**src/rtl/pid_pkg.sv**
```systemverilog
// Shared definitions for the PID move sequencer and its neighbours (pid_control datapath,
// host command logic): FSM state encodings, percent limits, default deadband and the
// layout of one queued move command.
package pid_pkg;

  localparam int STATE_W = 3;

  localparam logic [STATE_W-1:0] ST_IDLE  = 3'd0;
  localparam logic [STATE_W-1:0] ST_LOAD  = 3'd1;
  localparam logic [STATE_W-1:0] ST_MOVE  = 3'd2;
  localparam logic [STATE_W-1:0] ST_DONE  = 3'd3;
  localparam logic [STATE_W-1:0] ST_FAULT = 3'd4;

  // Control effort range in millipercent (+/-100.000%).
  localparam int PCT_MAX          = 100000;
  localparam int PCT_MIN          = -100000;
  localparam int DEADBAND_DEFAULT = 13000;

  // One queued move: timeout in servo updates (0 = none) above the signed target.
  typedef struct packed {
    logic        [15:0] timeout;
    logic signed [31:0] target;
  } move_cmd_t;

  localparam int MOVE_CMD_W = $bits(move_cmd_t);

endpackage

```
**src/rtl/move_cmd_fifo.sv**
```systemverilog
// Synchronous FIFO holding queued move commands.
// Ports:
//   clock, reset   system clock, synchronous active-high reset
//   flush          empties the queue next cycle; overrides push and pop
//   push / pop     write / read strobes (ignored when full / empty)
//   wr_data        entry to write
//   rd_data        head entry (show-ahead, valid whenever empty is 0)
//   full / empty   occupancy flags
module move_cmd_fifo #(
  parameter int DEPTH = 4,
  parameter int WIDTH = 48
) (
  input  logic             clock,
  input  logic             reset,
  input  logic             flush,
  input  logic             push,
  input  logic             pop,
  input  logic [WIDTH-1:0] wr_data,
  output logic [WIDTH-1:0] rd_data,
  output logic             full,
  output logic             empty
);

  localparam int AW = $clog2(DEPTH);

  // Pointers carry one extra wrap bit so full and empty are distinguishable.
  logic [AW:0]      wr_ptr;
  logic [AW:0]      rd_ptr;
  logic [WIDTH-1:0] mem [DEPTH];
  logic             do_push;
  logic             do_pop;

  assign empty   = (wr_ptr == rd_ptr);
  assign full    = (wr_ptr[AW] != rd_ptr[AW]) && (wr_ptr[AW-1:0] == rd_ptr[AW-1:0]);
  // A full queue refuses a push even if the head is popped in the same cycle.
  assign do_push = push && !full && !flush;
  assign do_pop  = pop && !empty && !flush;
  assign rd_data = mem[rd_ptr[AW-1:0]];

  always_ff @(posedge clock) begin
    if (reset || flush) begin
      wr_ptr <= '0;
      rd_ptr <= '0;
    end else begin
      if (do_push) wr_ptr <= wr_ptr + 1'b1;
      if (do_pop)  rd_ptr <= rd_ptr + 1'b1;
    end
  end

  always_ff @(posedge clock) begin
    if (do_push) mem[wr_ptr[AW-1:0]] <= wr_data;
  end

endmodule

```
**src/rtl/pid_move_sequencer.sv**
```systemverilog
// Sequences one linear-actuator PID loop through queued move commands.
// Generates the servo update strobe, slews the PID setpoint toward each target, gates and
// deadbands the PID output to the motor, and reports settle-done or timeout-fault per move.
// Ports:
//   clock, reset        system clock, synchronous active-high reset
//   cmd_valid/ready     move command handshake (ready = queue not full)
//   cmd_target          signed target position, micrometres
//   cmd_timeout         timeout in servo updates, 0 = none
//   abort               flush queue and stop the current move
//   feedback            signed actuator position, micrometres
//   pid_control         signed PID output, millipercent
//   pid_tick            one-cycle servo update strobe
//   pid_setpoint        signed slewed setpoint to the PID stage
//   motor_cmd           signed gated motor command, millipercent (1-cycle latency)
//   busy                move in progress (LOAD/MOVE)
//   done / fault        one-cycle pulses: move settled / move timed out
module pid_move_sequencer
  import pid_pkg::*;
#(
  parameter int UPDATE_DIV   = 10_000_000,
  parameter int FIFO_DEPTH   = 4,
  parameter int STEP_MAX     = 1700,
  parameter int SETTLE_TOL   = 1000,
  parameter int SETTLE_TICKS = 3,
  parameter int DEADBAND     = DEADBAND_DEFAULT
) (
  input  logic        clock,
  input  logic        reset,
  input  logic        cmd_valid,
  output logic        cmd_ready,
  input  logic [31:0] cmd_target,
  input  logic [15:0] cmd_timeout,
  input  logic        abort,
  input  logic [31:0] feedback,
  input  logic [31:0] pid_control,
  output logic        pid_tick,
  output logic [31:0] pid_setpoint,
  output logic [31:0] motor_cmd,
  output logic        busy,
  output logic        done,
  output logic        fault
);

  localparam int DIV_W = $clog2(UPDATE_DIV);
  localparam int SW    = $clog2(SETTLE_TICKS + 1);

  localparam logic [DIV_W-1:0]  DIV_LAST = DIV_W'(UPDATE_DIV - 1);
  localparam logic signed [32:0] STEP_LIM = 33'(STEP_MAX);
  localparam logic [32:0]        TOL33    = 33'(SETTLE_TOL);
  localparam logic [32:0]        DB33     = 33'(DEADBAND);

  // Clamp the distance to target into one update's worth of travel. The difference is
  // formed in 33 bits so opposite-sign extremes cannot wrap; the clamped result always
  // lies between 0 and the true difference, so it fits back in 32 bits.
  function automatic logic signed [31:0] slew_step(input logic signed [31:0] tgt,
                                                   input logic signed [31:0] cur);
    logic signed [32:0] diff;
    logic signed [32:0] lim;
    diff = {tgt[31], tgt} - {cur[31], cur};
    if (diff > STEP_LIM)       lim = STEP_LIM;
    else if (diff < -STEP_LIM) lim = -STEP_LIM;
    else                       lim = diff;
    return 32'(lim);
  endfunction

  // Magnitude of a 33-bit signed value; the most negative input maps to 2^32 exactly.
  function automatic logic [32:0] mag33(input logic signed [32:0] v);
    return v[32] ? 33'(-v) : 33'(v);
  endfunction

  // Small control efforts cannot overcome stiction, so they are zeroed.
  function automatic logic signed [31:0] deadband_gate(input logic signed [31:0] v);
    return (mag33({v[31], v}) < DB33) ? 32'sd0 : v;
  endfunction

  logic [DIV_W-1:0]   div_cnt;
  logic [STATE_W-1:0] state;
  logic signed [31:0] target_q;
  logic [15:0]        timeout_q;
  logic signed [31:0] setpoint_q;
  logic [15:0]        tick_cnt;
  logic [SW-1:0]      settle_cnt;
  logic signed [31:0] motor_cmd_p1;

  logic               fifo_push;
  logic               fifo_pop;
  logic               fifo_full;
  logic               fifo_empty;
  logic [MOVE_CMD_W-1:0] fifo_rd_data;
  move_cmd_t          head;

  logic signed [31:0] sp_next;
  logic [15:0]        tick_next;
  logic signed [32:0] err33;
  logic [SW-1:0]      settle_next;
  logic               settled;
  logic               timed_out;

  // Servo update divider: free-running in every state, untouched by abort.
  always_ff @(posedge clock) begin
    if (reset) begin
      div_cnt <= '0;
    end else if (div_cnt == DIV_LAST) begin
      div_cnt <= '0;
    end else begin
      div_cnt <= div_cnt + 1'b1;
    end
  end

  assign pid_tick = (div_cnt == DIV_LAST);

  // Command queue: abort flushes it and drops any offer in the same cycle.
  assign cmd_ready = !fifo_full && !reset;
  assign fifo_push = cmd_valid && cmd_ready;
  assign fifo_pop  = (state == ST_IDLE) && !fifo_empty && !abort;
  assign head      = move_cmd_t'(fifo_rd_data);

  move_cmd_fifo #(
    .DEPTH (FIFO_DEPTH),
    .WIDTH (MOVE_CMD_W)
  ) u_fifo (
    .clock   (clock),
    .reset   (reset),
    .flush   (abort),
    .push    (fifo_push),
    .pop     (fifo_pop),
    .wr_data ({cmd_timeout, cmd_target}),
    .rd_data (fifo_rd_data),
    .full    (fifo_full),
    .empty   (fifo_empty)
  );

  // Per-update arithmetic for the MOVE state.
  always_comb begin
    sp_next     = setpoint_q + slew_step(target_q, setpoint_q);
    tick_next   = (tick_cnt == 16'hFFFF) ? tick_cnt : tick_cnt + 16'd1;
    err33       = {target_q[31], target_q} - {feedback[31], feedback};
    settle_next = (mag33(err33) <= TOL33) ? settle_cnt + SW'(1) : '0;
    settled     = (settle_next == SW'(SETTLE_TICKS));
    timed_out   = (timeout_q != 16'd0) && (tick_next == timeout_q);
  end

  // The head is consumed by the pop, so the move parameters are captured on that edge.
  always_ff @(posedge clock) begin
    if (fifo_pop) begin
      target_q  <= head.target;
      timeout_q <= head.timeout;
    end
  end

  always_ff @(posedge clock) begin
    if (reset) begin
      state      <= ST_IDLE;
      setpoint_q <= '0;
      tick_cnt   <= '0;
      settle_cnt <= '0;
    end else if (abort) begin
      state      <= ST_IDLE;
      setpoint_q <= feedback;
    end else begin
      case (state)
        ST_IDLE: begin
          setpoint_q <= feedback;
          if (!fifo_empty) state <= ST_LOAD;
        end
        ST_LOAD: begin
          setpoint_q <= feedback;
          tick_cnt   <= '0;
          settle_cnt <= '0;
          state      <= ST_MOVE;
        end
        ST_MOVE: begin
          if (pid_tick) begin
            setpoint_q <= sp_next;
            tick_cnt   <= tick_next;
            settle_cnt <= settle_next;
            // Settling on the same update as the timeout counts as success.
            if (settled)        state <= ST_DONE;
            else if (timed_out) state <= ST_FAULT;
          end
        end
        ST_DONE, ST_FAULT: state <= ST_IDLE;
        default:           state <= ST_IDLE;
      endcase
    end
  end

  // ---- stage p1: registered motor command ----
  always_ff @(posedge clock) begin
    if (reset || abort || (state != ST_MOVE)) begin
      motor_cmd_p1 <= '0;
    end else begin
      motor_cmd_p1 <= deadband_gate(pid_control);
    end
  end

  assign motor_cmd    = motor_cmd_p1;
  assign pid_setpoint = setpoint_q;
  assign busy         = (state == ST_LOAD) || (state == ST_MOVE);
  assign done         = (state == ST_DONE);
  assign fault        = (state == ST_FAULT);

endmodule

```
**config.mk**
```make
export PLATFORM = sky130hd
export DESIGN_NAME = pid_move_sequencer
export DESIGN_NICKNAME = d
export VERILOG_FILES = /design/src/rtl/pid_pkg.sv /design/src/rtl/move_cmd_fifo.sv /design/src/rtl/pid_move_sequencer.sv
export SDC_FILE = /design/constraint.sdc
export NUM_CORES = 1
export LEC_CHECK = 0
export CAP_MARGIN = 25
export CORE_ASPECT_RATIO = 1.4
export CORE_MARGIN = 10
export CORE_UTILIZATION = 63
export DETAILED_ROUTE_END_ITERATION = 16
export PLACE_DENSITY = 0.87
export SLEW_MARGIN = 20
export SYNTH_ARGS = -nofsm -noshare
export SYNTH_HDL_FRONTEND = slang
export SYNTH_SLANG_ARGS = --single-unit
```
**constraint.sdc**
```tcl
create_clock -name clock -period 10.9 [get_ports clock]
set_input_delay 3.27 -clock clock [delete_from_list [all_inputs] [get_ports clock]]
set_output_delay 3.27 -clock clock [all_outputs]
set_load 0.02 [all_outputs]
```
==> flow_metrics.env, run 1 <==
export IMPL_crit_slowest_cell="a2111oi_0"
export IMPL_power_total_mw=3.52
export IMPL_first_pass_iters=7
export IMPL_fmax_mhz=121
export IMPL_p_comb_frac=0.203
export IMPL_hold_path_class="reg -> reg"
export IMPL_p_leak_nw=8.84
export IMPL_postSynthCellCount=1985
export IMPL_cts_setup_buffers=0
export IMPL_antenna_found_initial=1
export IMPL_cts_tree="built"
export IMPL_dp_hpwl_um=44700
export IMPL_startpoint="target_q[0]"
export IMPL_final_period_utilization=0.755
export IMPL_die_w_um=174
export IMPL_register_area_um2=9510
export IMPL_fin_ws_ps=2670
export IMPL_synth_top_flop_cell="edfxtp_1"
export IMPL_core_area_um2=32500
export IMPL_grt_total_usage=0.289
export IMPL_cts_max_path_buffers=3
export IMPL_netlist_area_um2=20800
export IMPL_layout_nets=2367
export IMPL_path_class="reg -> reg"
export IMPL_grt_max_degree=57
export IMPL_pwr_share_clk=0.373
export IMPL_grt_pass1_vias=16900
export IMPL_seqPwrFrac=0.424
export IMPL_cp_start_kind="register"
export IMPL_place_gp_congestion=0.995
export IMPL_port_buffers=184
export IMPL_swShare=0.279
export IMPL_synth_area_leaders="edfxtp_1, dfxtp_1, ha_1, mux4_2, nor2_1"
export IMPL_final_cell_mix="edfxtp_1, clkdlybuf4s50_1, nor2_1, nand2_1, dfxtp_1"
export IMPL_worst_path_max_fanout=7
export IMPL_power_internal_mw=2.54
export IMPL_syn_nets=2206
export IMPL_yosys_warnings=0
export IMPL_synthDistinctLibCells=105
export IMPL_critPathRequiredTime_ps=11340
export IMPL_worst_path_buf_inv=1
export IMPL_drive_gt1_frac=0.0957
export IMPL_cts_clk_slew_worst_paths_ps=70
export IMPL_drc=0
export IMPL_antenna_left=0
export IMPL_yosysTopAreaCellShare=0.346
export IMPL_maxSlewHeadroom=0.264
export IMPL_grt_pass1_wl_um=94900
export IMPL_min_period_ps=8230
export IMPL_finClkSkew_ps=14.3
export IMPL_dr_total_vias=17200
export IMPL_max_stage_delay_ps=570
export IMPL_synth_edf_count=240
export IMPL_holdWs_ps=456
export IMPL_slew_viol_final=0
export IMPL_cp_top_family="compound AO/OA/AOI/OAI gates"
export IMPL_grt_ovfl_total=0
export IMPL_area_delta_synth_final_pct=16.8
export IMPL_timing_rr_start="target_q[0]"
export IMPL_ir_worst_vdd_uv=185
export IMPL_cts_made_buffers=35
export IMPL_cts_hold_repair_buffers=0
export IMPL_drt_iter0_markers=1663
export IMPL_setup_tns_ps=0
export IMPL_clock_latency_ps=530
export IMPL_ys_async_sr_fraction=0
export IMPL_rsz0062_at_grt="no"
export IMPL_worstMarginPinSlew_ps=1090
export IMPL_powerDensity_nw_per_um2=144
export IMPL_start_util=0.641
export IMPL_end_kind="register"
export IMPL_clock_sinks=355
export IMPL_drv_cap=0
export IMPL_htree_levels=2
export IMPL_hold_viol=0
export IMPL_setup_viol=0
export IMPL_yosysSeqAreaShare=0.456
export IMPL_die_h_um=235
export IMPL_avgSynthCellArea_um2=10.5
export IMPL_fill_cells=2218
export IMPL_die_area_um2=40900
export IMPL_min_from="div_cnt[0]"
export IMPL_layout_commonest_cell="edfxtp_1"
export IMPL_root_buffer="clkbuf_16"
export IMPL_p_sw_mw=0.980
export IMPL_ctsResizeCount=0
export IMPL_cp_arrival_ps=8670
export IMPL_avgViaCountPerCell=6.60
export IMPL_pre_cts_ws_ps=2670
export IMPL_multi_input_area_um2=10700
export IMPL_wl_per_cell_um=23.7
export IMPL_status="finished, final reports clean"
export IMPL_yosys_register_bits=355
export IMPL_synth_top_area_cell="edfxtp_1"
export IMPL_io_pin_count=185
export IMPL_routed_wl_um=62000
export IMPL_placementRows=78
[cells by family after synthesis]
kind of cell,after synthesis,synth area share
AO/OA/AOI/OAI,511,0.173
flip-flops,355,0.456
multiplexers,60,0.0579
AND/OR/NAND/NOR,658,0.165
XOR/XNOR,120,0.0504
buffers and inverters,176,0.0331
adder cells (fa/ha/maj),105,0.0641
[final timing paths]
path | endpoint | slack [ps] | cells after the start
max | pid_setpoint[31] | 2670 | 30
min | div_cnt[0] | 460 | 1
max reg2reg | pid_setpoint[31] | 2670 | 30
min reg2reg | div_cnt[0] | 460 | 1
[cell usage after synthesis, drive strengths merged (12+ instances only)]
| cell type | instances |
|---|---|
| buf | 14 |
| o21bai | 13 |
| a21oi | 113 |
| mux4 | 48 |
| o211ai | 16 |
| nor2b | 12 |
| nand2 | 123 |
| or3 | 18 |
| clkbuf | 63 |
| o21a | 20 |
| nor2 | 176 |
| o21ai | 79 |
| nand2b | 13 |
| edfxtp | 240 |
| nand3 | 52 |
| or2 | 15 |
| a21o | 44 |
| o31ai | 15 |
| a211oi | 47 |
| a22oi | 19 |
| a221oi | 12 |
| and2 | 52 |
| nor3 | 58 |
| xnor2 | 67 |
| nand4 | 38 |
| xor2 | 53 |
| inv | 99 |
| nor4 | 24 |
| a31o | 24 |
| ha | 102 |
| and3 | 34 |
| a31oi | 23 |
| dfxtp | 115 |
[power by group through the flow]
stage	Combinational [mW]	Clock, mW	Sequential [mW]
after floorplan	0.477	0	1.52
after global placement	0.682	0	1.52
after detailed placement	0.692	0	1.52
after CTS	0.700	1.32	1.49
after global routing	0.773	1.37	1.49
final	0.715	1.31	1.49
[cell type report]
class	instances	area share
diodes	1	0.000103
clock buffers	48	0.0405
clock inverters	16	0.0108
inverters	99	0.0153
multi-input cells	1454	0.439
flip-flops and latches	355	0.391
well taps	440	0.0226
repair buffers	201	0.0808
[metal layers]
layer  GRT usage  share of wire  vias to the layer above
li1            -              -                     7883
met4       0.100          0.032                        0
met1       0.351           0.39                     8409
met5           0              0                        -
met3      0.0542          0.072                      141
met2       0.501           0.50                      814
[sequential cells by signal (all words and copies together), names as in the netlist, 16 cells and up]
signal,count
timeout_q,16
pid_setpoint,32
motor_cmd,32
tick_cnt,16
u_fifo.mem,192
div_cnt,24
target_q,32
[metrics by stage]
step	util	area, um2	instances
2_1_floorplan	-	20800	1985
3_3_place_gp	0.710	23100	2547
3_5_place_dp	0.710	23100	2547
4_1_cts	0.749	24300	2611
5_1_grt	0.749	24300	2614
6_report	0.749	24300	2614
No activity file was read; power rests on OpenSTA's default activity.
==> inputs of run 2 (changes only) <==
Settings changed: CORE_UTILIZATION 63 to 59, PLACE_DENSITY 0.87 to 0.82.
Clock period 10.9 ns to 7.9 ns, I/O delays scaled along.
==> flow_metrics.env, run 2 (synthesis gave the netlist of run 1 again) <==
export IMPL_status="finished, final reports clean"
export IMPL_clock_latency_ps=550
export IMPL_diodes=0
export IMPL_core_area_um2=35000
export IMPL_cp_top_family="compound AO/OA/AOI/OAI gates"
export IMPL_cts_tree="built"
export IMPL_hold_viol=0
export IMPL_worstMarginPinSlew_ps=1030
export IMPL_setup_viol=0
export IMPL_timing_rr_start="pid_setpoint[0]"
export IMPL_worst_path_max_fanout=11
export IMPL_start_util=0.596
export IMPL_drive_gt1_frac=0.100
export IMPL_min_period_ps=7420
export IMPL_die_h_um=242
export IMPL_final_period_utilization=0.939
export IMPL_placed_area_um2=23100
export IMPL_rsz0062_at_grt="no"
export IMPL_placementRows=81
export IMPL_largest_reg_flops=192
export IMPL_max_stage_delay_ps=420
export IMPL_finClkSkew_ps=19.1
export IMPL_final_core_util=0.698
export IMPL_area_delta_synth_final_pct=17.1
export IMPL_antenna_found_initial=1
export IMPL_cp_arrival_ps=7870
export IMPL_die_w_um=179
export IMPL_root_buffer="clkbuf_16"
export IMPL_cts_max_path_buffers=3
export IMPL_reg2reg_depth=30
export IMPL_drt_iter0_markers=1552
export IMPL_hold_path_class="reg -> reg"
export IMPL_ir_worst_vdd_uv=177
export IMPL_cts_hold_repair_buffers=0
export IMPL_startpoint="pid_setpoint[0]"
export IMPL_maxSlewHeadroom=0.310
export IMPL_path_class="reg -> reg"
export IMPL_grt_ovfl_total=0
export IMPL_power_internal_mw=3.43
export IMPL_layout_nets=2374
export IMPL_cp_start_kind="register"
export IMPL_drc=0
export IMPL_clock_sinks=355
export IMPL_die_area_um2=43400
export IMPL_final_cell_mix="edfxtp_1, clkdlybuf4s50_1, nor2_1, nand2_1, dfxtp_1"
export IMPL_endpoint="pid_setpoint[30]"
export IMPL_p_sw_mw=1.38
export IMPL_pre_cts_ws_ps=-121
export IMPL_dp_hpwl_um=45100
export IMPL_place_gp_congestion=1.02
export IMPL_port_buffers=184
export IMPL_dr_total_vias=16900
export IMPL_holdWs_ps=467
export IMPL_cts_made_buffers=36
export IMPL_swShare=0.287
export IMPL_stdcell_area_um2=24400
export IMPL_end_kind="register"
export IMPL_grt_pass1_vias=16800
export IMPL_r2r_end="pid_setpoint[30]"
export IMPL_fmax_mhz=135
export IMPL_powerDensity_nw_per_um2=197
export IMPL_htree_levels=2
export IMPL_drv_cap=0
export IMPL_worst_path_buf_inv=1
export IMPL_cts_setup_buffers=0
export IMPL_first_pass_iters=8
export IMPL_grt_max_degree=56
export IMPL_grt_total_usage=0.273
export IMPL_antenna_left=0
export IMPL_io_pin_count=185
export IMPL_wl_per_cell_um=22.7
export IMPL_cts_clk_slew_worst_paths_ps=70
export IMPL_layout_commonest_cell="edfxtp_1"
export IMPL_fin_ws_ps=480
export IMPL_cp_depth=30
export IMPL_hold_path_depth=1
export IMPL_crit_slowest_cell="fa_1"
export IMPL_avgViaCountPerCell=6.41
export IMPL_slew_viol_final=0
export IMPL_grt_pass1_wl_um=93400
export IMPL_pwr_share_clk=0.367
export IMPL_rrSetupSlack_ps=480
export IMPL_seqPwrFrac=0.426
export IMPL_routed_wl_um=59800
export IMPL_critPathRequiredTime_ps=8350
export IMPL_p_comb_frac=0.207
export IMPL_p_leak_nw=8.85
## run 2: changes by cell type in the layout (fill, tap and decap cells not counted), sizes merged
| cell | before | now |
|---|---|---|
| inv | 101 | 103 |
| bufinv | 6 | 4 |
| buf | 18 | 24 |
| clkinvlp | 2 | 3 |
| clkbuf | 48 | 46 |
| clkinv | 6 | 9 |
| diode | 1 | 0 |
## run 2: power by group through the flow
| stage | Clock, mW | Sequential [mW] | Combinational (mW) |
|---|---|---|---|
| 2_1_floorplan | 0 | 2.09 | 0.658 |
| 3_3_place_gp | 0 | 2.09 | 0.952 |
| 3_5_place_dp | 0 | 2.09 | 0.962 |
| 4_1_cts | 1.78 | 2.05 | 0.973 |
| 5_1_grt | 1.86 | 2.05 | 1.08 |
| 6_report | 1.76 | 2.05 | 0.994 |
## run 2: metrics by stage
step                std cells  setup TNS (ps)  power (mW)
floorplan                1985               0        2.75
global placement         2570               0        3.04
global route             2637               0        4.99
CTS                      2636               0        4.81
finish                   2637               0        4.81
detailed placement       2570            -121        3.05
## run 2: how the worst min path moves through the flow
stage | from | to
floorplan | div_cnt[0] | div_cnt[0]
global placement | div_cnt[0] | div_cnt[0]
detailed placement | div_cnt[0] | div_cnt[0]
CTS | div_cnt[0] | div_cnt[0]
global route | settle_cnt[0] | settle_cnt[0]
finish | div_cnt[0] | div_cnt[0]
## run 2: layer usage
layer  track usage  wire [um]
met3        0.0536       4620
met5             0          0
met4         0.113       2580
met2         0.460      29400
met1         0.331      23300
## run 2: cell type report
class	count	area, um2
multi-input combinational	1454	10700
fill	2586	10600
sequential	355	9520
timing repair buffer	207	2010
clock buffer	46	958
tap	456	571
inverter	99	372
clock inverter	20	264
## run 2: timing repair
action | 4_1_cts | 5_1_grt
pin swaps | 0 | 1
endpoints found under the setup margin | 1 | 5
endpoints found under the hold margin | 0 | 0
gates resized for setup | 3 | 7
## run 2: worst register-to-register path: cells and delay by family, from the launching register on
kind	cells	cell delay, ps
compound gates	18	4380
xor+xnor	1	160
fa+ha+maj	4	1330
buf+inv	1	200
flops	1	350
mux	1	400
simple gates	5	520
==> inputs of run 3 (changes only) <==
Settings changed: CELL_PAD_IN_SITES_DETAIL_PLACEMENT set to 1, CELL_PAD_IN_SITES_GLOBAL_PLACEMENT set to 1, CORE_UTILIZATION 59 to 48, CTS_BUF_LIST set to sky130_fd_sc_hd__clkbuf_4 sky130_fd_sc_hd__clkbuf_8, PLACE_DENSITY 0.82 to 0.84.
==> flow_metrics.env, run 3 (synthesis gave the netlist of run 1 again) <==
export IMPL_status="finished, final reports clean"
export IMPL_final_period_utilization=0.961
export IMPL_drt_iter0_markers=891
export IMPL_maxSlewHeadroom=0.297
export IMPL_worst_path_buf_inv=2
export IMPL_hold_path_class="reg -> reg"
export IMPL_slew_viol_final=0
export IMPL_cp_depth=30
export IMPL_die_w_um=196
export IMPL_area_delta_synth_final_pct=18.4
export IMPL_root_buffer="clkbuf_8"
export IMPL_rrSetupSlack_ps=310
export IMPL_fin_cells=2792
export IMPL_pwr_share_clk=0.354
export IMPL_p_comb_frac=0.217
export IMPL_layout_commonest_cell="edfxtp_1"
export IMPL_crit_path_frequent_cell="o21ai_0"
export IMPL_first_pass_iters=7
export IMPL_fmax_mhz=132
export IMPL_wl_per_cell_um=25.3
export IMPL_fill_cells=4633
export IMPL_worst_path_max_fanout=6
export IMPL_p_leak_nw=9.01
export IMPL_startpoint="target_q[0]"
export IMPL_multi_input_area_um2=10700
export IMPL_finClkSkew_ps=19.0
export IMPL_drv_cap=0
export IMPL_cp_top_family="compound AO/OA/AOI/OAI gates"
export IMPL_port_buffers=184
export IMPL_timing_rr_start="target_q[0]"
export IMPL_crit_slowest_cell="or4_1"
export IMPL_grt_max_degree=56
export IMPL_cts_max_path_buffers=3
export IMPL_grt_pass1_wl_um=109000
export IMPL_r2r_end="pid_setpoint[31]"
export IMPL_routed_wl_um=70600
export IMPL_place_inst=2689
export IMPL_core_area_um2=43000
export IMPL_cp_start_kind="register"
export IMPL_reg2reg_depth=30
export IMPL_critPathRequiredTime_ps=8460
export IMPL_die_h_um=267
export IMPL_hold_viol=0
export IMPL_dp_hpwl_um=52600
export IMPL_rsz0062_at_grt="yes"
export IMPL_layout_nets=2416
export IMPL_grt_total_usage=0.263
export IMPL_dr_total_vias=17500
export IMPL_antenna_found_initial=5
export IMPL_max_stage_delay_ps=560
export IMPL_path_class="reg -> reg"
export IMPL_p_sw_mw=1.43
export IMPL_die_area_um2=52300
export IMPL_start_util=0.485
export IMPL_ir_worst_vdd_uv=201
export IMPL_grt_pass1_vias=19100
export IMPL_min_period_ps=7590
export IMPL_htree_levels=2
export IMPL_cts_made_buffers=55
export IMPL_clock_latency_ps=650
export IMPL_pre_cts_ws_ps=-99.0
export IMPL_cts_tree="built"
export IMPL_fin_ws_ps=306
export IMPL_cp_arrival_ps=8150
export IMPL_seqPwrFrac=0.429
export IMPL_final_cell_mix="edfxtp_1, clkdlybuf4s50_1, nor2_1, nand2_1, dfxtp_1"
export IMPL_grt_ovfl_total=0
export IMPL_io_pin_count=185
export IMPL_worstMarginPinSlew_ps=1050
export IMPL_drc=0
export IMPL_hold_path_depth=1
export IMPL_placementRows=90
export IMPL_setup_viol=0
export IMPL_place_gp_congestion=1.01
export IMPL_end_kind="register"
export IMPL_cts_clk_slew_worst_paths_ps=60
export IMPL_clock_sinks=355
export IMPL_powerDensity_nw_per_um2=194
export IMPL_drive_gt1_frac=0.125
export IMPL_largest_reg_flops=192
export IMPL_register_area_um2=9520
export IMPL_swShare=0.299
export IMPL_antenna_left=0
export IMPL_power_internal_mw=3.36
export IMPL_endpoint="pid_setpoint[31]"
export IMPL_avgViaCountPerCell=6.26
## run 3: cell types whose count changed in the layout (fill, tap and decap cells not counted), moves of 6 or more
cell / change
clkbuf_16: -36
clkbuf_1: -8
clkbuf_4: +17
clkbuf_8: +55
clkinv_1: +6
buf_4: +22
clkinv_2: +6
## run 3: how the worst min path moves through the flow
stage                           from         end  slack, ps
after global routing      div_cnt[0]  div_cnt[0]        510
after CTS                 div_cnt[0]  div_cnt[0]        470
after detailed placement  div_cnt[0]  div_cnt[0]        460
after global placement    div_cnt[0]  div_cnt[0]        440
after floorplan           div_cnt[0]  div_cnt[0]        430
final                     div_cnt[0]  div_cnt[0]        470
## run 3: repair_timing
item	CTS	global route
gates cloned	0	0
setup endpoints to repair	3	7
pin swaps	0	3
hold buffers	0	0
buffers inserted	0	1
gates resized for setup	3	12
endpoints found under the hold margin	0	0
## run 3: metal layers
metal | routed length [um] | up-vias | GRT usage
li1 | - | 7983 | -
met4 | 2540 | 6 | 0.107
met3 | 4130 | 161 | 0.0575
met5 | 41 | - | 0
met2 | 37000 | 538 | 0.483
met1 | 26900 | 8787 | 0.285
## run 3: cell type report
cell class | count | area share
flip-flops and latches | 355 | 0.385
repair buffers | 230 | 0.0886
well taps | 552 | 0.0280
multi-input cells | 1454 | 0.435
inverters | 99 | 0.0151
diodes | 2 | 0.000203
clock buffers | 74 | 0.0370
clock inverters | 26 | 0.0112
## run 3: per-stage QoR
stage	util	power (mW)	TNS [ps]	hold WS (ps)	cell area (um2)
floorplan	-	2.75	0	426	20800
global placement	0.544	3.07	0	440	23400
detailed placement	0.545	3.10	-99.0	455	23400
CTS	0.572	4.80	0	475	24600
global route	0.574	4.99	-121	515	24700
finish	0.574	4.79	0	474	24700
## run 3: power groups by stage
stage                     sequential [mW]  clock (mW)  combinational, mW
after floorplan                      2.09           0              0.658
after global placement               2.09           0              0.978
after detailed placement             2.09           0               1.01
after CTS                            2.05        1.73               1.02
after global routing                 2.06        1.80               1.13
final                                2.06        1.69               1.04
